### src/rtl/ro_freq_counter.sv
// Ring-oscillator channel mux with a gated rising-edge frequency counter.
// One measurement engine serves NUM_CH oscillator outputs selected by ch_sel.
module ro_freq_counter #(
  parameter int unsigned NUM_CH = 16,
  parameter int unsigned SEL_W  = 4,
  parameter int unsigned GATE_W = 16,
  parameter int unsigned CNT_W  = 24
) (
  input  logic              wb_clk_i,
  input  logic              wb_rst_i,
  input  logic [NUM_CH-1:0] ro_in,
  input  logic [SEL_W-1:0]  ch_sel,
  input  logic [GATE_W-1:0] gate_cycles,
  input  logic              start,
  input  logic              abort,
  output logic              busy,
  output logic              done,
  output logic [CNT_W-1:0]  count,
  output logic              overflow,
  output logic              ch_out
);

  localparam logic [1:0] StIdle   = 2'd0;
  localparam logic [1:0] StSettle = 2'd1;
  localparam logic [1:0] StCount  = 2'd2;
  localparam logic [1:0] StDone   = 2'd3;

  logic [1:0]        state_q, state_d;
  logic [SEL_W-1:0]  sel_q, sel_d;
  logic [GATE_W-1:0] g_q, g_d;
  logic [GATE_W-1:0] tmr_q, tmr_d;
  logic [CNT_W-1:0]  acc_q, acc_d;
  logic              sat_q, sat_d;
  logic [CNT_W-1:0]  count_q, count_d;
  logic              overflow_q, overflow_d;
  logic              sync1_q, sync2_q, prev_q;
  logic              ch_mux;
  logic              rise;

  // Out-of-range selects fall through to the constant 0 default.
  always_comb begin
    ch_mux = 1'b0;
    for (int i = 0; i < int'(NUM_CH); i++) begin
      if (sel_q == SEL_W'(i)) begin
        ch_mux = ro_in[i];
      end
    end
  end

  assign rise = sync2_q & ~prev_q;

  always_comb begin
    state_d    = state_q;
    sel_d      = sel_q;
    g_d        = g_q;
    tmr_d      = tmr_q;
    acc_d      = acc_q;
    sat_d      = sat_q;
    count_d    = count_q;
    overflow_d = overflow_q;

    case (state_q)
      StIdle: begin
        if (start) begin
          state_d = StSettle;
          sel_d   = ch_sel;
          g_d     = gate_cycles;
          tmr_d   = '0;
          acc_d   = '0;
          sat_d   = 1'b0;
        end
      end

      StSettle: begin
        if (abort) begin
          state_d = StIdle;
        end else if (tmr_q == GATE_W'(2)) begin
          tmr_d = '0;
          if (g_q == '0) begin
            state_d    = StDone;
            count_d    = acc_q;
            overflow_d = sat_q;
          end else begin
            state_d = StCount;
          end
        end else begin
          tmr_d = tmr_q + GATE_W'(1);
        end
      end

      StCount: begin
        if (abort) begin
          state_d = StIdle;
        end else begin
          if (rise) begin
            if (&acc_q) begin
              sat_d = 1'b1;
            end else begin
              acc_d = acc_q + CNT_W'(1);
            end
          end
          // Result is captured on the edge into DONE so it is valid with done.
          if (tmr_q == g_q - GATE_W'(1)) begin
            state_d    = StDone;
            count_d    = acc_d;
            overflow_d = sat_d;
          end else begin
            tmr_d = tmr_q + GATE_W'(1);
          end
        end
      end

      StDone: begin
        state_d = StIdle;
      end

      default: begin
        state_d = StIdle;
      end
    endcase
  end

  always_ff @(posedge wb_clk_i or posedge wb_rst_i) begin
    if (wb_rst_i) begin
      state_q    <= StIdle;
      sel_q      <= '0;
      g_q        <= '0;
      tmr_q      <= '0;
      acc_q      <= '0;
      sat_q      <= 1'b0;
      count_q    <= '0;
      overflow_q <= 1'b0;
      sync1_q    <= 1'b0;
      sync2_q    <= 1'b0;
      prev_q     <= 1'b0;
    end else begin
      state_q    <= state_d;
      sel_q      <= sel_d;
      g_q        <= g_d;
      tmr_q      <= tmr_d;
      acc_q      <= acc_d;
      sat_q      <= sat_d;
      count_q    <= count_d;
      overflow_q <= overflow_d;
      sync1_q    <= ch_mux;
      sync2_q    <= sync1_q;
      prev_q     <= sync2_q;
    end
  end

  assign busy     = (state_q == StSettle) || (state_q == StCount);
  assign done     = (state_q == StDone);
  assign count    = count_q;
  assign overflow = overflow_q;
  assign ch_out   = ch_mux;

endmodule

### config.mk
export PLATFORM = sky130hd
export DESIGN_NAME = ro_freq_counter
export DESIGN_NICKNAME = d
export VERILOG_FILES = /design/src/rtl/ro_freq_counter.sv
export SDC_FILE = /design/constraint.sdc
export NUM_CORES = 1
export LEC_CHECK = 0
export CORE_MARGIN = 2
export CORE_UTILIZATION = 55
export CTS_CLUSTER_DIAMETER = 120
export CTS_CLUSTER_SIZE = 25
export DETAILED_ROUTE_END_ITERATION = 8
export DONT_BUFFER_PORTS = 1
export GPL_TIMING_DRIVEN = 0
export PLACE_DENSITY = 0.7
export SYNTH_ARGS = -nofsm -noshare
export SYNTH_HDL_FRONTEND = slang
export SYNTH_SLANG_ARGS = --single-unit
### constraint.sdc
create_clock -name wb_clk_i -period 7.2 [get_ports wb_clk_i]
set_clock_uncertainty 0.15 [all_clocks]
set_input_delay 0.72 -clock wb_clk_i [delete_from_list [all_inputs] [get_ports wb_clk_i]]
set_output_delay 0.72 -clock wb_clk_i [all_outputs]
set_load 0.01 [all_outputs]
==> impl_metrics.csv <==
group,metric,value,unit
global_route,grt_max_degree,52,
die,start_util,0.5667,
route,met1_length,5.406,mm
finish,instances_no_fill,716,
cts,path_clk_slew,0.10,ns
placement,port-buffer-count,0,
setup_path,r2r_cells,8,
placement,hpwl,9.363,mm
power,pwr-share-comb,0.420,
power,vdd_drop_max,0.2303,mV
logic_synthesis,syn_area_per_cell,9.769,sq um
setup_path,cp-end-kind,"flop",
cts,clock_sinks,91,
cts,cts-hold-fix-buffers,0,
finish,nFillCells,857,
route,wl_per_cell,18.37,microns
global_route,first_global_vias,4517,
setup_path,worstSetupPathType,"flop to flop",
finish,n_antenna_cell,0,
timing,post-route-period-util,0.4859,
finish,syn_to_final_growth,7.454,%
cts,cts_tree,"yes",
worst_hold_path,worst_hold_path_type,"input port to async pin",
run_status,status,"finished clean",
timing,final_hold_viol_count,0,
finish,drive_gt1_frac,0.1475,
logic_synthesis,synth_nets,616,
logic_synthesis,synth_top_area_frac,0.4111,
route,drtIter0Drc,235,
logic_synthesis,synth_edf_count,0,
route,met2_wirelength,6.853,mm
power,p_switching,791.7,uW
placement,routabilityCongestion,0.8594,
global_route,grt_pass1_wl,21.87,mm
route,drtAntennaViolNets,0,
cts,cts-buffers-inserted,9,
cts,cts.repair.resized,0,
logic_synthesis,yosys_warnings,0,
die,die_x,104.4,microns
logic_synthesis,synth_ff_type,"dfrtp_1",
power,p_int,1116,uW
flow_run,drv_cap,0,
cts,cts_setup_buffers,0,
route,highest_layer,"met4",
setup_path,cp.required,7.31,ns
logic_synthesis,async_reset_ff_frac,1.000,
cts,cts.path.max_buffers,2,
logic_synthesis,syn_inst,567,
die,ios,68,
logic_synthesis,synthesis.area,0.005539,sq mm
global_route,grt-ovfl-total,0,
route,drt_first_pass_iters,4,
global_route,gr-usage-all-layers,0.2473,
timing,tightest_slew,1.096,ns
power,pwr-share-seq,0.374,
timing,setup_viol,0,
logic_synthesis,yosysTopAreaCell,"dfrtp_1",
setup_path,path_max_fanout,9,
global_route,antenna_found_initial,0,
logic_synthesis,ys_top_cells_by_area,"dfrtp_1 (41%), mux2_4 (5.4%), mux2_2 (5.3%)",
placement,place_inst,701,
finish,multiInputGateArea,0.003034,sq mm
die,rows,36,
timing,rsz0062_at_grt,"false",
cts,root_buffer,"clkbuf_8",
route,finalWirelength,13.15,mm
cts,insertion_delay,0.37,ns
logic_synthesis,synth-seq-cells,91,
cts,htreeDepth,3,
power,clock_power_share,0.205,
power,switching_share,0.4151,
logic_synthesis,ys_types,58,
power,power_density,320.5,mW/mm^2
timing,fmax,285.9,MHz
timing,fin_crit,3.498,ns
finish,layout.nets,628,
timing,finalSetupTns,0,ns
route,drc,0,
setup_path,start_kind,"flop",
die,dieArea,0.01089,sq mm
setup_path,crit_arrival,3.61,ns
route,num_vias,4472,
logic_synthesis,ys_seq_area_frac,0.4111,
finish,fin_area,0.005952,sq mm
route,route.met3.wl,609,microns
die,die_h,104.4,microns
route,vias_per_cell,6.246,
timing,slew_headroom,0.2624,
timing,drv_slew,0,
placement,placed_area,0.005736,sq mm
die,coreArea,0.009774,sq mm
finish,ff_latch_area,0.002277,sq mm
power,p_leak,0.002499,uW
sequential cells by signal (all words and copies together) (netlist names):
name,count
acc_q,24
count,24
g_q,16
tmr_q,16
sel_q,4
state_q,2
overflow,1
prev_q,1
sat_q,1
sync1_q,1
sync2_q,1
layout by cell type (no fill, tap or decap), types with 3 or more instances in the layout:
cell type,count
a31oi_1,12
inv_1,19
xor2_1,15
o22ai_1,6
or4_1,3
nand2_1,50
o21ai_0,41
buf_2,5
a21oi_1,13
and3_1,12
nor2b_1,7
nand4_1,10
nor2_1,29
mux2_4,20
mux2_2,26
nand3_1,33
nand2b_1,4
and2_1,8
buf_1,4
nor3_1,10
a211oi_1,3
ha_1,9
or3_1,5
dfrtp_1,91
clkbuf_8,10
nor4_1,8
o31ai_1,27
mux4_2,5
xnor2_1,24
o41ai_1,4
clkbuf_1,25
power by group through the flow:
stage                     sequential, uW  combinational (uW)  clock (uW)
after CTS                            712                 797         397
after detailed placement             722                 790           0
final                                714                 801         392
after floorplan                      686                 621           0
after global placement               716                 759           0
after global routing                 727                 878         416
synthesized netlist by cell type, types with 10 or more instances:
master / instances
nand2_1: 50
a21oi_1: 13
o21ai_0: 41
nand4_1: 10
xor2_1: 15
mux2_4: 20
clkbuf_1: 24
nand3_1: 33
nor3_1: 10
xnor2_1: 24
and3_1: 12
mux2_2: 26
nor2_1: 29
inv_1: 20
a31oi_1: 12
dfrtp_1: 91
o31ai_1: 27
final timing paths:
path | start | to | slack (ns)
max reg2reg | acc_q[3] | count[21] | 3.70
max in group asynchronous | wb_rst_i | tmr_q[7] | 6.15
max | acc_q[3] | count[21] | 3.70
min in group wb_clk_i | sync1_q | sync2_q | 0.21
min | wb_rst_i | sel_q[3] | 0.12
min reg2reg | sync1_q | sync2_q | 0.21
critical path, stage by stage, from the launching register on:
cell	delay, ns
dfrtp_1	0.32
buf_2	0.17
nand3_1	0.13
nor3_1	0.72
nand2_1	0.26
nor4_1	0.97
nand4_1	0.23
xnor2_1	0.17
mux2_4	0.26
cells by family (layout without fill, tap and decap cells):
family / count (synthesis) / count (layout) / share of synthesized area
compound gates: 127 / 127 / 0.1529
xor+xnor: 39 / 39 / 0.06167
fa+ha+maj: 9 / 9 / 0.02033
buf+inv: 55 / 71 / 0.04111
flops: 91 / 91 / 0.4111
mux: 53 / 53 / 0.1310
simple gates: 193 / 193 / 0.1818
layer usage:
| metal | up-vias | track usage |
|---|---|---|
| met1 | 2204 | 0.2964 |
| met2 | 140 | 0.4351 |
| met3 | 30 | 0.03759 |
| met5 | - | 0 |
| li1 | 2098 | - |
| met4 | 0 | 0.1149 |
layout make-up:
class                   instances  share of cell area
multi-input cells             421              0.5098
flip-flops and latches         91              0.3826
well taps                     133             0.02796
plain buffers                  35             0.02565
clock buffers                  11             0.02375
inverters                      20             0.01303
clock inverters                 4             0.01261
repair buffers                  1            0.004625
through the flow:
stage                 util  power (uW)  hold WS [ns]  worst slack, ns
finish              0.6089        1907        0.1185            3.702
global route        0.6089        2022        0.1475            3.365
global placement    0.5837        1475        0.1858            2.943
CTS                 0.6089        1906        0.1251            3.724
detailed placement  0.5868        1513        0.1949            3.733
floorplan                -        1307        0.1812            3.966
Note: power is estimated with default switching activity, not from simulation.
